[src/rtl/audio_pkg.sv]
`default_nettype none
// ============================================================================
//  Module      : audio_pkg
//  Description : Shared types and constants for paced audio-stream blocks.
//                pacer_state_t is the playback state of a rate pacer.
//                AUDIO_RATE_* are common output sample rates in Hz.
//                AUDIO_SAMPLE_W is the signed PCM sample width.
//  Revision    : 1.0  initial release
// ============================================================================
package audio_pkg;

  typedef enum logic [1:0] {
    IDLE = 2'd0,
    RUN  = 2'd1,
    FADE = 2'd2
  } pacer_state_t;

  localparam int AUDIO_RATE_37K8 = 37800;
  localparam int AUDIO_RATE_18K9 = 18900;
  localparam int AUDIO_SAMPLE_W  = 16;

endpackage
`default_nettype wire

[src/rtl/audio_rate_pacer_if.sv]
`default_nettype none
// ============================================================================
//  Module      : audio_rate_pacer_if
//  Description : Audio-stream link between a sample FIFO and its consumer.
//                sample : signed PCM word at the FIFO head
//                write  : FIFO has a sample available (valid)
//                strobe : consumer takes the head sample this cycle
//                master = FIFO side, slave = consumer side.
//  Revision    : 1.0  initial release
// ============================================================================
interface audio_rate_pacer_if;
  import audio_pkg::*;

  logic signed [AUDIO_SAMPLE_W-1:0] sample;
  logic                             write;
  logic                             strobe;

  modport master (output sample, output write, input strobe);
  modport slave  (input sample, input write, output strobe);

endinterface
`default_nettype wire

[src/rtl/audio_rate_nco.sv]
`default_nettype none
// ============================================================================
//  Module      : audio_rate_nco
//  Description : Fractional divider producing rate_hz one-cycle ticks per
//                CLK_HZ clock cycles. The phase accumulator is never cleared
//                on a rate change, so retuning does not glitch.
//                clk     : system clock
//                reset_n : asynchronous reset, active low
//                rate_hz : tick rate in Hz, must be below CLK_HZ
//                tick    : registered one-cycle pulse
//  Revision    : 1.0  initial release
// ============================================================================
module audio_rate_nco #(
  parameter int CLK_HZ = 30000000
) (
  input  logic        clk,
  input  logic        reset_n,
  input  logic [16:0] rate_hz,
  output logic        tick
);

  localparam int              ACC_W   = 32;
  localparam logic [ACC_W-1:0] MODULUS = ACC_W'(CLK_HZ);

  logic [ACC_W-1:0] acc_q, acc_d, sum_w;
  logic             tick_q, tick_d;

  // acc stays below MODULUS and rate_hz is below MODULUS, so sum_w cannot wrap.
  always_comb begin
    sum_w = acc_q + {{(ACC_W-17){1'b0}}, rate_hz};
    if (sum_w >= MODULUS) begin
      acc_d  = sum_w - MODULUS;
      tick_d = 1'b1;
    end else begin
      acc_d  = sum_w;
      tick_d = 1'b0;
    end
  end

  always_ff @(posedge clk or negedge reset_n) begin
    if (!reset_n) begin
      acc_q  <= '0;
      tick_q <= 1'b0;
    end else begin
      acc_q  <= acc_d;
      tick_q <= tick_d;
    end
  end

  assign tick = tick_q;

endmodule
`default_nettype wire

[src/rtl/audio_rate_pacer.sv]
`default_nettype none
// ============================================================================
//  Module      : audio_rate_pacer
//  Description : Drains an audio FIFO at a programmable sample rate, holding
//                one sample per output tick. On starvation it holds the last
//                sample, then halves it toward zero and parks idle.
//                clk/reset_n    : system clock, async active-low reset
//                in             : audio-stream sink (sample, write, strobe)
//                enable         : 1 = play, 0 = fade out and idle
//                rate_hz        : output sample rate in Hz
//                sample_out     : current signed output sample
//                sample_valid   : pulse, sample_out refreshed
//                underrun       : sticky starved-tick flag
//                underrun_count : saturating starved-tick count
//                clr_underrun   : clears underrun flag and count
//  Revision    : 1.0  initial release
// ============================================================================
module audio_rate_pacer
  import audio_pkg::*;
#(
  parameter int CLK_HZ         = 30000000,
  parameter int UNDERRUN_LIMIT = 4,
  parameter int CNT_W          = 16
) (
  input  logic                             clk,
  input  logic                             reset_n,
  audio_rate_pacer_if.slave                in,
  input  logic                             enable,
  input  logic [16:0]                      rate_hz,
  output logic signed [AUDIO_SAMPLE_W-1:0] sample_out,
  output logic                             sample_valid,
  output logic                             underrun,
  output logic [CNT_W-1:0]                 underrun_count,
  input  logic                             clr_underrun
);

  localparam int               MISS_W    = $clog2(UNDERRUN_LIMIT + 1);
  localparam logic [MISS_W-1:0] MISS_LAST = MISS_W'(UNDERRUN_LIMIT - 1);

  pacer_state_t                     state_q, state_d;
  logic signed [AUDIO_SAMPLE_W-1:0] sample_q, sample_d;
  logic                             valid_q, valid_d;
  logic                             underrun_q, underrun_d;
  logic [CNT_W-1:0]                 count_q, count_d;
  logic [MISS_W-1:0]                miss_q, miss_d;

  logic                             tick_w;
  logic                             consume_w;
  logic                             starved_w;
  logic signed [AUDIO_SAMPLE_W-1:0] adj_w;
  logic signed [AUDIO_SAMPLE_W-1:0] fade_w;

  audio_rate_nco #(
    .CLK_HZ (CLK_HZ)
  ) u_nco (
    .clk     (clk),
    .reset_n (reset_n),
    .rate_hz (rate_hz),
    .tick    (tick_w)
  );

  // RUN keeps consuming even while enable is dropping so an in-flight
  // transfer completes; IDLE and FADE only take data when playing.
  assign consume_w = tick_w && in.write && ((state_q == RUN) || enable);
  assign in.strobe = consume_w;

  // Adding 1 to negatives before the arithmetic shift rounds toward zero,
  // so -1 reaches 0 instead of sticking.
  assign adj_w  = sample_q + AUDIO_SAMPLE_W'(sample_q[AUDIO_SAMPLE_W-1]);
  assign fade_w = adj_w >>> 1;

  always_comb begin
    state_d    = state_q;
    sample_d   = sample_q;
    valid_d    = 1'b0;
    miss_d     = miss_q;
    underrun_d = underrun_q;
    count_d    = count_q;
    starved_w  = 1'b0;

    case (state_q)
      IDLE: begin
        if (consume_w) begin
          sample_d = in.sample;
          valid_d  = 1'b1;
          miss_d   = '0;
          state_d  = RUN;
        end
      end

      RUN: begin
        if (tick_w) begin
          valid_d = 1'b1;
          if (consume_w) begin
            sample_d = in.sample;
            miss_d   = '0;
          end else begin
            starved_w = 1'b1;
            miss_d    = miss_q + MISS_W'(1);
            if (miss_q == MISS_LAST) state_d = FADE;
          end
        end
        if (!enable) state_d = FADE;
      end

      FADE: begin
        if (tick_w) begin
          if (consume_w) begin
            sample_d = in.sample;
            valid_d  = 1'b1;
            miss_d   = '0;
            state_d  = RUN;
          end else begin
            // A deliberate stop (enable low) is not an underrun.
            starved_w = enable;
            if (sample_q == '0) begin
              state_d = IDLE;
            end else begin
              sample_d = fade_w;
              valid_d  = 1'b1;
            end
          end
        end
      end

      default: state_d = IDLE;
    endcase

    if (starved_w) begin
      underrun_d = 1'b1;
      if (count_q != '1) count_d = count_q + CNT_W'(1);
    end
    if (clr_underrun) begin
      underrun_d = 1'b0;
      count_d    = '0;
    end
  end

  always_ff @(posedge clk or negedge reset_n) begin
    if (!reset_n) begin
      state_q    <= IDLE;
      sample_q   <= '0;
      valid_q    <= 1'b0;
      underrun_q <= 1'b0;
      count_q    <= '0;
      miss_q     <= '0;
    end else begin
      state_q    <= state_d;
      sample_q   <= sample_d;
      valid_q    <= valid_d;
      underrun_q <= underrun_d;
      count_q    <= count_d;
      miss_q     <= miss_d;
    end
  end

  assign sample_out     = sample_q;
  assign sample_valid   = valid_q;
  assign underrun       = underrun_q;
  assign underrun_count = count_q;

endmodule
`default_nettype wire

[src/flat_wrapper.sv]
// flat-port wrapper written by rule: the top's interface ports become plain ports
module audio_rate_pacer_flat import audio_pkg::*;
#(
  parameter int CLK_HZ         = 30000000,
  parameter int UNDERRUN_LIMIT = 4,
  parameter int CNT_W          = 16
)
  (clk, reset_n, enable, rate_hz, sample_out, sample_valid, underrun, underrun_count, clr_underrun, in_sample, in_write, in_strobe);
  audio_rate_pacer_if in_i ();
  input  logic clk;
  input  logic reset_n;
  input  logic enable;
  input  logic [16:0] rate_hz;
  output logic signed [AUDIO_SAMPLE_W-1:0] sample_out;
  output logic sample_valid;
  output logic underrun;
  output logic [CNT_W-1:0] underrun_count;
  input  logic clr_underrun;
  input wire logic [$bits(in_i.sample)-1:0] in_sample;
  input wire logic [$bits(in_i.write)-1:0] in_write;
  output wire logic [$bits(in_i.strobe)-1:0] in_strobe;
  assign in_i.sample = in_sample;
  assign in_i.write = in_write;
  assign in_strobe = in_i.strobe;
  audio_rate_pacer #(.CLK_HZ(CLK_HZ), .UNDERRUN_LIMIT(UNDERRUN_LIMIT), .CNT_W(CNT_W)) u_core (.clk(clk), .reset_n(reset_n), .in(in_i), .enable(enable), .rate_hz(rate_hz), .sample_out(sample_out), .sample_valid(sample_valid), .underrun(underrun), .underrun_count(underrun_count), .clr_underrun(clr_underrun));
endmodule
[config.mk]
export PLATFORM = sky130hd
export DESIGN_NAME = audio_rate_pacer_flat
export DESIGN_NICKNAME = d
export VERILOG_FILES = /design/src/rtl/audio_pkg.sv /design/src/rtl/audio_rate_pacer_if.sv /design/src/rtl/audio_rate_nco.sv /design/src/rtl/audio_rate_pacer.sv /design/src/flat_wrapper.sv
export SDC_FILE = /design/constraint.sdc
export NUM_CORES = 1
export LEC_CHECK = 0
export CORE_MARGIN = 2
export CORE_UTILIZATION = 30
export DETAILED_ROUTE_END_ITERATION = 16
export DONT_BUFFER_PORTS = 1
export PLACE_DENSITY = 0.46
export SLEW_MARGIN = 20
export SYNTH_ARGS = -nofsm -noshare
export SYNTH_HDL_FRONTEND = slang
export SYNTH_SLANG_ARGS = --single-unit
[constraint.sdc]
create_clock -name clk -period 4.9 [get_ports clk]
set_input_delay 0.735 -clock clk [delete_from_list [all_inputs] [get_ports clk]]
set_output_delay 0.735 -clock clk [all_outputs]
set_load 0.02 [all_outputs]
==> run metrics <==
WL/cell=16.4 µm; main flop type after synthesis=dfrtp_1; compound-cell area share of the yosys netlist=0.229; HP Class=in2async; largest net degree at the start of global routing=73; slew margin rel.=0.443; Mean Syn Cell Area=8.67 µm²; post-synthesis adder-cell area fraction=0.0650; Critical path origin=rate_hz[0]; status=finished clean; r2r endpoint=u_core.u_nco.acc_q[15]; gr ovfl total=0; clk buf depth=2; Clk Latency, worst-skew pair=0.34 ns; Cell Area, Placed=0.00551 mm²; clock sink count=72; CP max-delay cell=or4b_1; critical path class=in2reg; grt peak-use layer=met2; GR Layer Usage met1=0.202; routed vias/inst=5.34; DRT iter0 DRCs=approximately 320; Post-Synth XOR/XNOR Area=0.102; number of synthesized flops with an enable pin=0; VDD IR max=between 0.2 and 0.3 mV; Antenna Cells=0; setup TNS=0 ns; Critical Path End Type=flop; Setup Skew=0.00822 ns; Total GRT Usage=0.153; clock-pin slew on the worst setup and hold paths=0.06 ns; critical-path cell list=ha_1 > inv_1 > fa_1 > nand2b_1 > a21oi_2 > o21ai_0 > a21boi_0 > o21ai_1 > or4b_1 > a2111o_1 > a21oi_2 > inv_2 > and3_1 > xor2_1; drt pass-1 iters=4; share of layout cells above drive strength 1=0.0836; Worst path most repeated cell=a21oi_2; M3 GR Usage=0.0378; met2 usage=0.239; Worst Path Arrival=4.44 ns; # IOs=73; CTS tree=done; CP max FO=10; row count=48; Die Wd=around 140 µm; Post-Synthesis Cells=between 600 and 700; largest family of logic cells by synthesized area=compound AO/OA/AOI/OAI gates; cell total after placement=819; fin nets=670; number of global-route vias before repair=4313; H-tree depth=3; Power Total=0.00416 W; hpwl dp=10.2 mm; FMAX=0.236 GHz; Synth Cell Area=between 0.005 and 0.006 mm²; initial antenna violation count=0; power per cell area=719 mW/mm²; most frequent cells in the layout=dfrtp_1, nand2_1, nor2_1; number of hold buffers added after CTS=0; setup violators final=0; commonest non-fill, non-tap cell in the layout=dfrtp_1; area delta synth->final=8.92%; Finished Layout Cells=835; Yosys reg bits=between 70 and 80; Starting Density=0.307; Yosys warnings=0; Finished Cell Area=0.00579 mm²; Final period util=0.864; Mapped Nets=a little under 700; Die H=approximately 140 µm; Reg2Reg Setup Slack=0.72 ns; worst slew pin tran=0.833 ns; Critical Path Start Type=primary input; post-synthesis mux area share=0.0115; MaxCap Viol Count=0; Top Family by Delay on Critical Path=compound AO/OA/AOI/OAI gates; Seq/Total Area, Yosys=0.339; Worst Path Required=about 5.1 ns; # DRC=0; GPL Wtd Cong=0.816; Min Hold Slack=0.0796 ns; Critical path buffers and inverters=2; Post-DRT Antenna Nets=0; number of distinct library cells after synthesis=78; leakage power=2.32 nW; endpoints failing hold=0; cts repair resizes=0; slowest stage delay, CP=between 0.6 and 0.7 ns; Synth Area in Simple Gates=0.222; R2R depth=14; core box area=around 0.017 mm²; number of CTS-inserted buffers=9; global-route wire length before repair=22.6 mm; die area=0.0188 mm²; via count=roughly 4500; Post-CTS Setup Bufs=0; WL final=between 10 and 15 mm; CTS root buf=clkbuf_16; FF-to-FF Start=u_core.u_nco.acc_q[0]; max-slew violations=0; RSZ-0062 raised after global routing=false; Port Buf Inserts=0; fraction of registers with async set/reset=1.00; Tmin final=4.23 ns
layer usage:
layer / vias up / wire [µm]
li1: 2205 / -
met1: 2124 / 6440
met2: 110 / 6130
met3: 21 / 860
met4: 0 / 290
met5: - / 0
state kept, by name, indices dropped and copies added, names as in the netlist:
| signal | flops |
|---|---|
| u_core.underrun_count | 16 |
| u_core.underrun | 1 |
| u_core.u_nco.tick | 1 |
| u_core.u_nco.acc_q | 32 |
| u_core.sample_out | 16 |
| u_core.miss_q | 3 |
| u_core.sample_valid | 1 |
| u_core.state_q | 2 |
cell families after synthesis:
logic type      Yosys count
simple gates            237
compound gates          170
flops                    72
xor+xnor                 61
buf+inv                  40
fa+ha+maj                27
mux                       6
power breakdown:
group          switching [W]  leakage [nW]  internal [W]
clock network       0.000275         0.139      0.000356
registers           0.000369         0.900      0.000847
logic                0.00138          1.28      0.000932
metrics by stage:
| stage | setup WS [ns] | util |
|---|---|---|
| 3_3_place_gp | 0.486 | 0.319 |
| 6_report | 0.668 | 0.335 |
| 2_1_floorplan | 0.957 | - |
| 5_1_grt | 0.405 | 0.335 |
| 4_1_cts | 0.743 | 0.335 |
| 3_5_place_dp | 0.399 | 0.319 |
cell type report:
type | instances | area [µm²]
Clock inverter | 5 | 32.5
Multi-Input combinational cell | 501 | 3340
Sequential cell | 72 | 1800
Fill cell | 1815 | 11500
Tap cell | 225 | 282
Timing Repair Buffer | 2 | 15.0
Inverter | 19 | 71.3
Clock buffer | 11 | 243
worst max-delay path by stage:
stage | endpoint | slack (ns) | cells after the start
after CTS | u_core.u_nco.acc_q[15] | 0.74 | 14
after floorplan | u_core.u_nco.acc_q[15] | 0.96 | 15
after global routing | u_core.u_nco.acc_q[15] | 0.40 | 14
final | u_core.u_nco.acc_q[15] | 0.67 | 14
after global placement | u_core.u_nco.acc_q[15] | 0.49 | 14
after detailed placement | u_core.u_nco.acc_q[15] | 0.40 | 14
Yosys cell counts, types with 5 or more instances:
master / n / area share
inv_1: 18 / 0.013
xnor2_1: 30 / 0.049
o21ai_0: 43 / 0.040
and3_1: 10 / 0.012
nand4_1: 13 / 0.015
nand3_1: 17 / 0.016
nand2_1: 69 / 0.049
buf_2: 9 / 0.0085
nor3_1: 10 / 0.0094
nor4_1: 6 / 0.0071
o211ai_1: 6 / 0.0085
mux2i_1: 5 / 0.0094
a21o_1: 7 / 0.0099
dfrtp_1: 72 / 0.34
clkbuf_1: 10 / 0.0071
ha_1: 26 / 0.061
nor2_1: 60 / 0.042
o21ai_1: 6 / 0.0056
a21oi_2: 6 / 0.0099
a21oi_1: 44 / 0.041
and2_1: 7 / 0.0082
or3_1: 10 / 0.012
xor2_1: 30 / 0.049
nor3b_1: 7 / 0.0099
worst register-to-register path: stages, from the launching register on:
cell and delay (ns):
dfrtp_1 0.33, ha_1 0.20, inv_1 0.07, fa_1 0.39
nand2b_1 0.19, a21oi_2 0.31, o21ai_0 0.15, a21boi_0 0.33
o21ai_1 0.13, or4b_1 0.65, a2111o_1 0.45, a21oi_2 0.35
inv_2 0.16, and3_1 0.21, xor2_1 0.14
No activity file was read; power rests on OpenSTA's default activity.
